$ cat config.mk
export PLATFORM = sky130hd
export DESIGN_NAME = contador_programa
export DESIGN_NICKNAME = d
export VERILOG_FILES = /design/src/rtl/contador_programa.sv
export SDC_FILE = /design/constraint.sdc
export NUM_CORES = 1
export LEC_CHECK = 0
export BUFFER_PORTS_ARGS = -buffer_cell sky130_fd_sc_hd__clkbuf_2
export CORE_ASPECT_RATIO = 1.75
export CORE_MARGIN = 1.5
export CORE_UTILIZATION = 30
export DETAILED_ROUTE_END_ITERATION = 8
export GPL_TIMING_DRIVEN = 0
export MAX_ROUTING_LAYER = met4
export PLACE_DENSITY = 0.62
export SYNTH_ARGS = -nofsm -noshare
export SYNTH_HDL_FRONTEND = slang
export SYNTH_SLANG_ARGS = --single-unit
$ cat constraint.sdc
create_clock -name clock -period 2.6 [get_ports clock]
set_clock_uncertainty 0.05 [all_clocks]
set_input_delay 0.13 -clock clock [delete_from_list [all_inputs] [get_ports clock]]
set_output_delay 0.13 -clock clock [all_outputs]
set_load 0.02 [all_outputs]
$ cat src/rtl/contador_programa.sv
// contador_programa: registered program counter with branch/JR selection, HALT and kernel save/restore.
module contador_programa #(
    parameter int                 LARGURA     = 32,
    parameter logic [LARGURA-1:0] PC_INICIAL  = '0,
    parameter logic [LARGURA-1:0] BASE_KERNEL = '0
) (
    input  logic               clock,
    input  logic               reset,
    input  logic [5:0]         Opcode,
    input  logic               Zero,
    input  logic [LARGURA-1:0] Endereco_Desvio,
    input  logic [LARGURA-1:0] Registrador_JR,
    input  logic               Habilita,
    input  logic               Continuar,
    output logic [LARGURA-1:0] PC,
    output logic [LARGURA-1:0] PC_Mais_Um,
    output logic [LARGURA-1:0] PC_Salvo,
    output logic               Parado
);
    localparam logic [5:0] OP_HLT     = 6'b001100;
    localparam logic [5:0] OP_SWAP    = 6'b100001;
    localparam logic [5:0] OP_RETORNO = 6'b100010;
    localparam logic [5:0] OP_JR      = 6'b010011;

    typedef enum logic {EXEC, PARADO} estado_t;

    estado_t            estado, estado_prox;
    logic [LARGURA-1:0] pc_prox, salvo_prox;
    logic               avanca;

    assign PC_Mais_Um = PC + 1'b1;
    assign Parado     = (estado == PARADO);
    assign avanca     = (estado == EXEC) && Habilita;

    always_ff @(posedge clock or posedge reset) begin
        if (reset) begin
            estado   <= EXEC;
            PC       <= PC_INICIAL;
            PC_Salvo <= '0;
        end else begin
            estado   <= estado_prox;
            PC       <= pc_prox;
            PC_Salvo <= salvo_prox;
        end
    end

    always_comb begin
        estado_prox = estado;
        if (avanca && Opcode == OP_HLT)
            estado_prox = PARADO;
        else if (estado == PARADO && Continuar)
            estado_prox = EXEC;
    end

    // In PARADO only Continuar moves the PC; everything else holds.
    always_comb begin
        pc_prox    = PC;
        salvo_prox = PC_Salvo;
        if (estado == PARADO)
            pc_prox = Continuar ? PC_Mais_Um : PC;
        else if (avanca) begin
            if (Opcode == OP_HLT)
                pc_prox = PC;
            else if (Opcode == OP_SWAP) begin
                pc_prox    = BASE_KERNEL;
                salvo_prox = PC_Mais_Um;
            end else if (Opcode == OP_RETORNO)
                pc_prox = PC_Salvo;
            else if (Zero)
                pc_prox = (Opcode == OP_JR) ? Registrador_JR : Endereco_Desvio;
            else
                pc_prox = PC_Mais_Um;
        end
    end
endmodule
Word-level counts from Yosys, hierarchy flattened
Index checks and enable logic that the tools add are counted.

cells by class
  $add $sub $neg = 1
  eq/ne operators = 6
  muxes and demuxes = 10
  bitwise gates (word level) = 2
  reduce and logical (&&, ||, !) cells = 7

operator list
  cell                                                                   count
  32-bit 2-to-1 mux                                                      8
  32-bit by 1-bit adder with 32-bit output, second input constant        1
  6-bit equality test, second input constant                             2
  6-bit by 4-bit equality test with 1-bit output, second input constant  1
  6-bit by 5-bit equality test with 1-bit output, second input constant  1
  2-bit != test, second input constant                                   2
  4-bit AND reduction                                                    1
  2-bit nonzero test                                                     2
  1-bit logical AND                                                      3
  3-bit AND reduction                                                    1
  1-bit 2-to-1 mux                                                       2
  1-bit inverter                                                         2

word-level totals
  flip-flop bits (word level) = 65
  output and inout port bits = 97
  word-level logic and storage cells = 29

Depth between registers and ports, before layout
  word-level depth = 8
  depth in mapped cells = 9

Least setup slack after synthesis
Ideal clock, no wire load.

  kind = reg2reg
  start point = register PC[0]
  end point = register PC[22]
  library setup time = 82 ps
  data arrival time = 2307 ps
  required time = 2468 ps
  slack = 161 ps
  cell stages (with the launch flop) = 8
  path buffers = 0
  cell sequence = dfrtp_1 ha_1 nand4_1 nor3_2 nand4_1 xnor2_1 o21ai_0 a31oi_1

on the way
  word-level cells in the longest chain between the ends = 7

ends and longest elaborated chain
  element                                     RTL line  text
  start, declared                             15        output logic [LARGURA-1:0] PC,
  start signal, assigned                      42        PC <= pc_prox;
  32-bit by 1-bit adder with 32-bit output *  31        assign PC_Mais_Um = PC + 1'b1;
  net PC_Mais_Um[22]                          16        output logic [LARGURA-1:0] PC_Mais_Um,
  32-bit 2-to-1 mux                           69        else if (Zero)
  32-bit 2-to-1 mux                           67        end else if (Opcode == OP_RETORNO)
  32-bit 2-to-1 mux                           64        else if (Opcode == OP_SWAP) begin
  32-bit 2-to-1 mux                           62        if (Opcode == OP_HLT)
  32-bit 2-to-1 mux                           61        else if (avanca) begin
  32-bit 2-to-1 mux *                         59        if (estado == PARADO)

Mark *: on every way through the listed nets, which the timed path passes. The rest lies on a longest branch. The select of a mux whose other input is x is not followed.
A chain may end at the register's enable or synchronous reset.

Final worst setup path
  start point = register PC[12]
  end point = output port PC_Mais_Um[27]

on the way
  word-level cells in the longest chain between the ends = 1

ends and longest elaborated chain
  element                                   RTL line
  32-bit by 1-bit adder with 32-bit output  31
  end, declared                             16

No other way between the ends.

==> impl_metrics.yaml <==
timing:
  finalSetupViolCount: 0
  report.final.hold_viol_count: 0
  maxClockFrequency_mhz: 399
  worst-slew-pin-transition_ns: 1.11
  ratio_of_final_minimum_period_to_clock_period_pct: 96.3
  rsz0062_at_grt: "no"
  timing.max_slew.rel_slack_pct: 25.4
  min_period_ns: 2.50
  timing_max_transition_violations_final: 0
die:
  chipWidth_um: 94.8
  initial_core_util_pct: 30.8
  dieHeight_um: 164
  die-area_sq_um: 15500
  placeableCoreArea_sq_um: 14400
  number_of_placed_i_o_pins: 172
  row_count: 58
layout:
  layout.cell_area.non_filler_sq_um: 5920
  area_used_by_multi_input_combinational_logic_sq_um: 2630
  fill_cells: 1508
  num_antenna_cells: 0
  share_of_post_route_cells_with_drive_strength_above_1_pct: 38.7
  layout_commonest_cell: "sky130_fd_sc_hd__clkbuf_2"
  final_nets: 760
  flow.area_growth_from_synthesis_pct: 34.0
  layout.area.seq_sq_um: 1630
  leading_cell_types_in_the_layout_fill_and_taps_excluded: "172 x sky130_fd_sc_hd__clkbuf_2, 62 x sky130_fd_sc_hd__dfrtp_1, 55 x sky130_fd_sc_hd__nand2_1"
detailed_routing:
  final_ant_viol_nets: 0
  via_per_inst: 5.44
  drt_iter0_markers: 306
  drcViolationCount: 0
  routedWlPerCell_um: 20.4
  detail_route.first_pass.iterations: 5
  drt-total-wl_mm: 17.7
  routed-via-count: 4722
worst_setup_path:
  worst-endpoint-arrival_ns: 2.32
  timing.critical_path.slowest_stage_cell: "sky130_fd_sc_hd__dfrtp_1"
  cpLargestDelayFamily: "simple AND/OR/NAND/NOR gates"
  r2r-end: "PC[24]"
  path_class: "reg -> out"
  r2r_start: "Parado"
  critPathMaxFanout: 6
  cp-start-kind: "flip-flop"
  crit_required_ns: 2.42
  critical_path_end_type: "output pin"
  crit_path_max_incr_delay_ns: 0.52
  timing.critical_path.cells: "nand3_2, nor4_4, buf_4, nand4_2, nor2_4, xor2_2, clkbuf_2"
  worstRegToRegCells: 8
  critical_path.n_buffers_inverters: 2
  r2r_slack_ns: 0.28
placement:
  dpl_cell_area_sq_um: 5510
  dp_hpwl_mm: 13.6
  globalplace.congestion: 0.899
  port_buffers: 171
yosys:
  post_synth_num_cell_types: 60
  synth_fp_nets: 569
  synth-main-ff-cell: "sky130_fd_sc_hd__dfrtp_1"
  number_of_flops_mapped_to_enable_cells_by_yosys: 0
  post_synth_instance_area_sq_um: 4420
  synth_seq_area_share_pct: 36.8
  synth-seq-cells: 65
  synth.avg_cell_area_sq_um: 8.97
  synth_cells: 493
  ys_warnings: 0
  async_flop_share_pct: 100
pwr:
  leakagePower_nw: 2.80
  total_power_mw: 3.89
  power_per_cell_area_nw_per_um2: 656
  peakVddDrop_uv: 311
cts:
  ctsHtreeMaxLevel: 3
  tritoncts_clock_tree: "yes"
  cts-root-to-sink-buffers: 2
  clkLatencyLatePin_ns: 0.33
  clock_tree.root_cell: "sky130_fd_sc_hd__clkbuf_16"
  cts_sinks: 65
  clkTransAtPathRegs_ns: 0.06
  cts-buffers-inserted: 9
global_route:
  final_global_route_overflow_total: 0
  grt_start_max_net_pins: 66
  first_pass_grt_wire_length_mm: 26.3
  initial_antenna_violation_count: 0
  groute.usage.overall_pct: 23.8
  via_count_of_the_first_global_routing_pass: 4587
outcome:
  run_status: "finished clean"
worst_hold_path:
  worstHoldStart: "Continuar"
  whs_path_depth: 2
  hold_path_end: "Parado"
  min_path_type: "in -> reg"
job:
  drv.max_cap_violation_count: 0
==> power breakdown <==
part / internal [mW] / switching, mW / total, mW
combinational: 0.454 / 0.816 / 1.27
sequential: 1.17 / 0.212 / 1.38
clock: 0.786 / 0.449 / 1.24
total: 2.41 / 1.48 / 3.89
==> Yosys cell counts, types with 3 or more instances <==
cell / n / area (sq um)
sky130_fd_sc_hd__dfrtp_1: 65 / 1630
sky130_fd_sc_hd__nand2_1: 55 / 206
sky130_fd_sc_hd__a21oi_1: 43 / 215
sky130_fd_sc_hd__o21ai_0: 42 / 210
sky130_fd_sc_hd__nor2_1: 34 / 128
sky130_fd_sc_hd__mux2i_1: 30 / 300
sky130_fd_sc_hd__mux2_2: 28 / 315
sky130_fd_sc_hd__xnor2_1: 21 / 184
sky130_fd_sc_hd__inv_1: 16 / 60.1
sky130_fd_sc_hd__nand3_1: 16 / 80.1
sky130_fd_sc_hd__buf_2: 13 / 65.1
sky130_fd_sc_hd__nor3_1: 9 / 45.0
sky130_fd_sc_hd__nand4_1: 8 / 50.1
sky130_fd_sc_hd__a31oi_1: 7 / 43.8
sky130_fd_sc_hd__clkbuf_1: 7 / 26.3
sky130_fd_sc_hd__o21a_1: 7 / 52.6
sky130_fd_sc_hd__o22ai_1: 7 / 43.8
sky130_fd_sc_hd__and3_1: 6 / 37.5
sky130_fd_sc_hd__xor2_1: 5 / 43.8
sky130_fd_sc_hd__a211o_1: 4 / 35.0
sky130_fd_sc_hd__a221oi_1: 4 / 35.0
sky130_fd_sc_hd__a22oi_1: 4 / 30.0
sky130_fd_sc_hd__buf_4: 4 / 30.0
sky130_fd_sc_hd__o2111ai_1: 4 / 35.0
sky130_fd_sc_hd__o21ai_1: 4 / 20.0
sky130_fd_sc_hd__a21o_1: 3 / 22.5
sky130_fd_sc_hd__and2_1: 3 / 18.8
sky130_fd_sc_hd__nor4_1: 3 / 18.8
sky130_fd_sc_hd__o221ai_1: 3 / 26.3
sky130_fd_sc_hd__xnor2_2: 3 / 48.8
==> cells by family (layout without fill, tap and decap cells) <==
| kind of cell | count (synthesis) | in the layout | share of synthesized area [%] |
|---|---|---|---|
| AOI/OAI and AO/OA | 145 | 145 | 20.0 |
| DFF | 65 | 65 | 36.8 |
| adders and majority gates | 1 | 1 | 0.283 |
| xor gates and xnor gates | 30 | 30 | 6.62 |
| muxes | 59 | 59 | 14.2 |
| and+or+nand+nor | 149 | 149 | 17.3 |
| buffers and inverters | 44 | 239 | 4.90 |
==> flip-flops by register name, indices dropped and copies added (netlist names) <==
| name | count |
|---|---|
| PC | 32 |
| PC_Salvo | 32 |
| Parado | 1 |
==> through the flow <==
stage	setup slack (ns)	setup TNS [ns]	hold WS (ns)	utilization, %	cells
finish	0.0962	0	0.00831	41.2	868
global route	0.0278	0	0.0286	41.2	868
CTS	0.0555	0	0.0116	40.9	867
global placement	-0.231	-14.47	0.356	38.3	844
floorplan	0.161	0	0.179	-	493
detailed placement	-0.0529	-0.0602	0.305	38.3	844
==> how the worst max path moves through the flow <==
stage	end	depth (start not counted)	from	slack, ns
global route	PC_Mais_Um[27]	7	PC[12]	0.03
global placement	PC_Salvo[27]	2	reset	-0.23
floorplan	PC[22]	7	PC[0]	0.16
CTS	PC_Mais_Um[21]	7	PC[5]	0.06
detailed placement	PC[26]	7	PC[0]	-0.05
finish	PC_Mais_Um[27]	7	PC[12]	0.1
==> worst register-to-register path: cells and delay by family, from the launching register on <==
family / cells / cell delay, ns
buffers and inverters: 2 / 0.43
flip-flops: 1 / 0.37
AND/OR/NAND/NOR: 2 / 0.40
AO/OA/AOI/OAI: 4 / 1.01
==> routing by layer <==
layer  track usage (%)  share of wire (%)  vias to the layer above
met5                 -                  0                        -
met4              12.4                4.5                        0
met3              3.17                6.0                       53
met2              41.3                 53                      226
met1              25.8                 37                     2254
li1                  -                  -                     2189
==> final cells by class <==
| type | instances | share of cell area (%) |
|---|---|---|
| Buffer | 28 | 2.64 |
| Clock buffer | 12 | 4.33 |
| Clock inverter | 3 | 0.676 |
| Inverter | 16 | 1.06 |
| Multi-Input combinational cell | 384 | 44.4 |
| Sequential cell | 65 | 27.5 |
| Tap cell | 180 | 3.80 |
| Timing Repair Buffer | 180 | 15.6 |
==> what timing repair did <==
| action | CTS | global route |
|---|---|---|
| hold buffers | 1 | 0 |
| pin swaps | 4 | 1 |
| gates resized for setup | 4 | 7 |
| setup buffers | 7 | 1 |
| setup endpoints to repair | 14 | 9 |
| hold endpoints to repair | 65 | 0 |
Note: power is estimated with default switching activity, not from simulation.
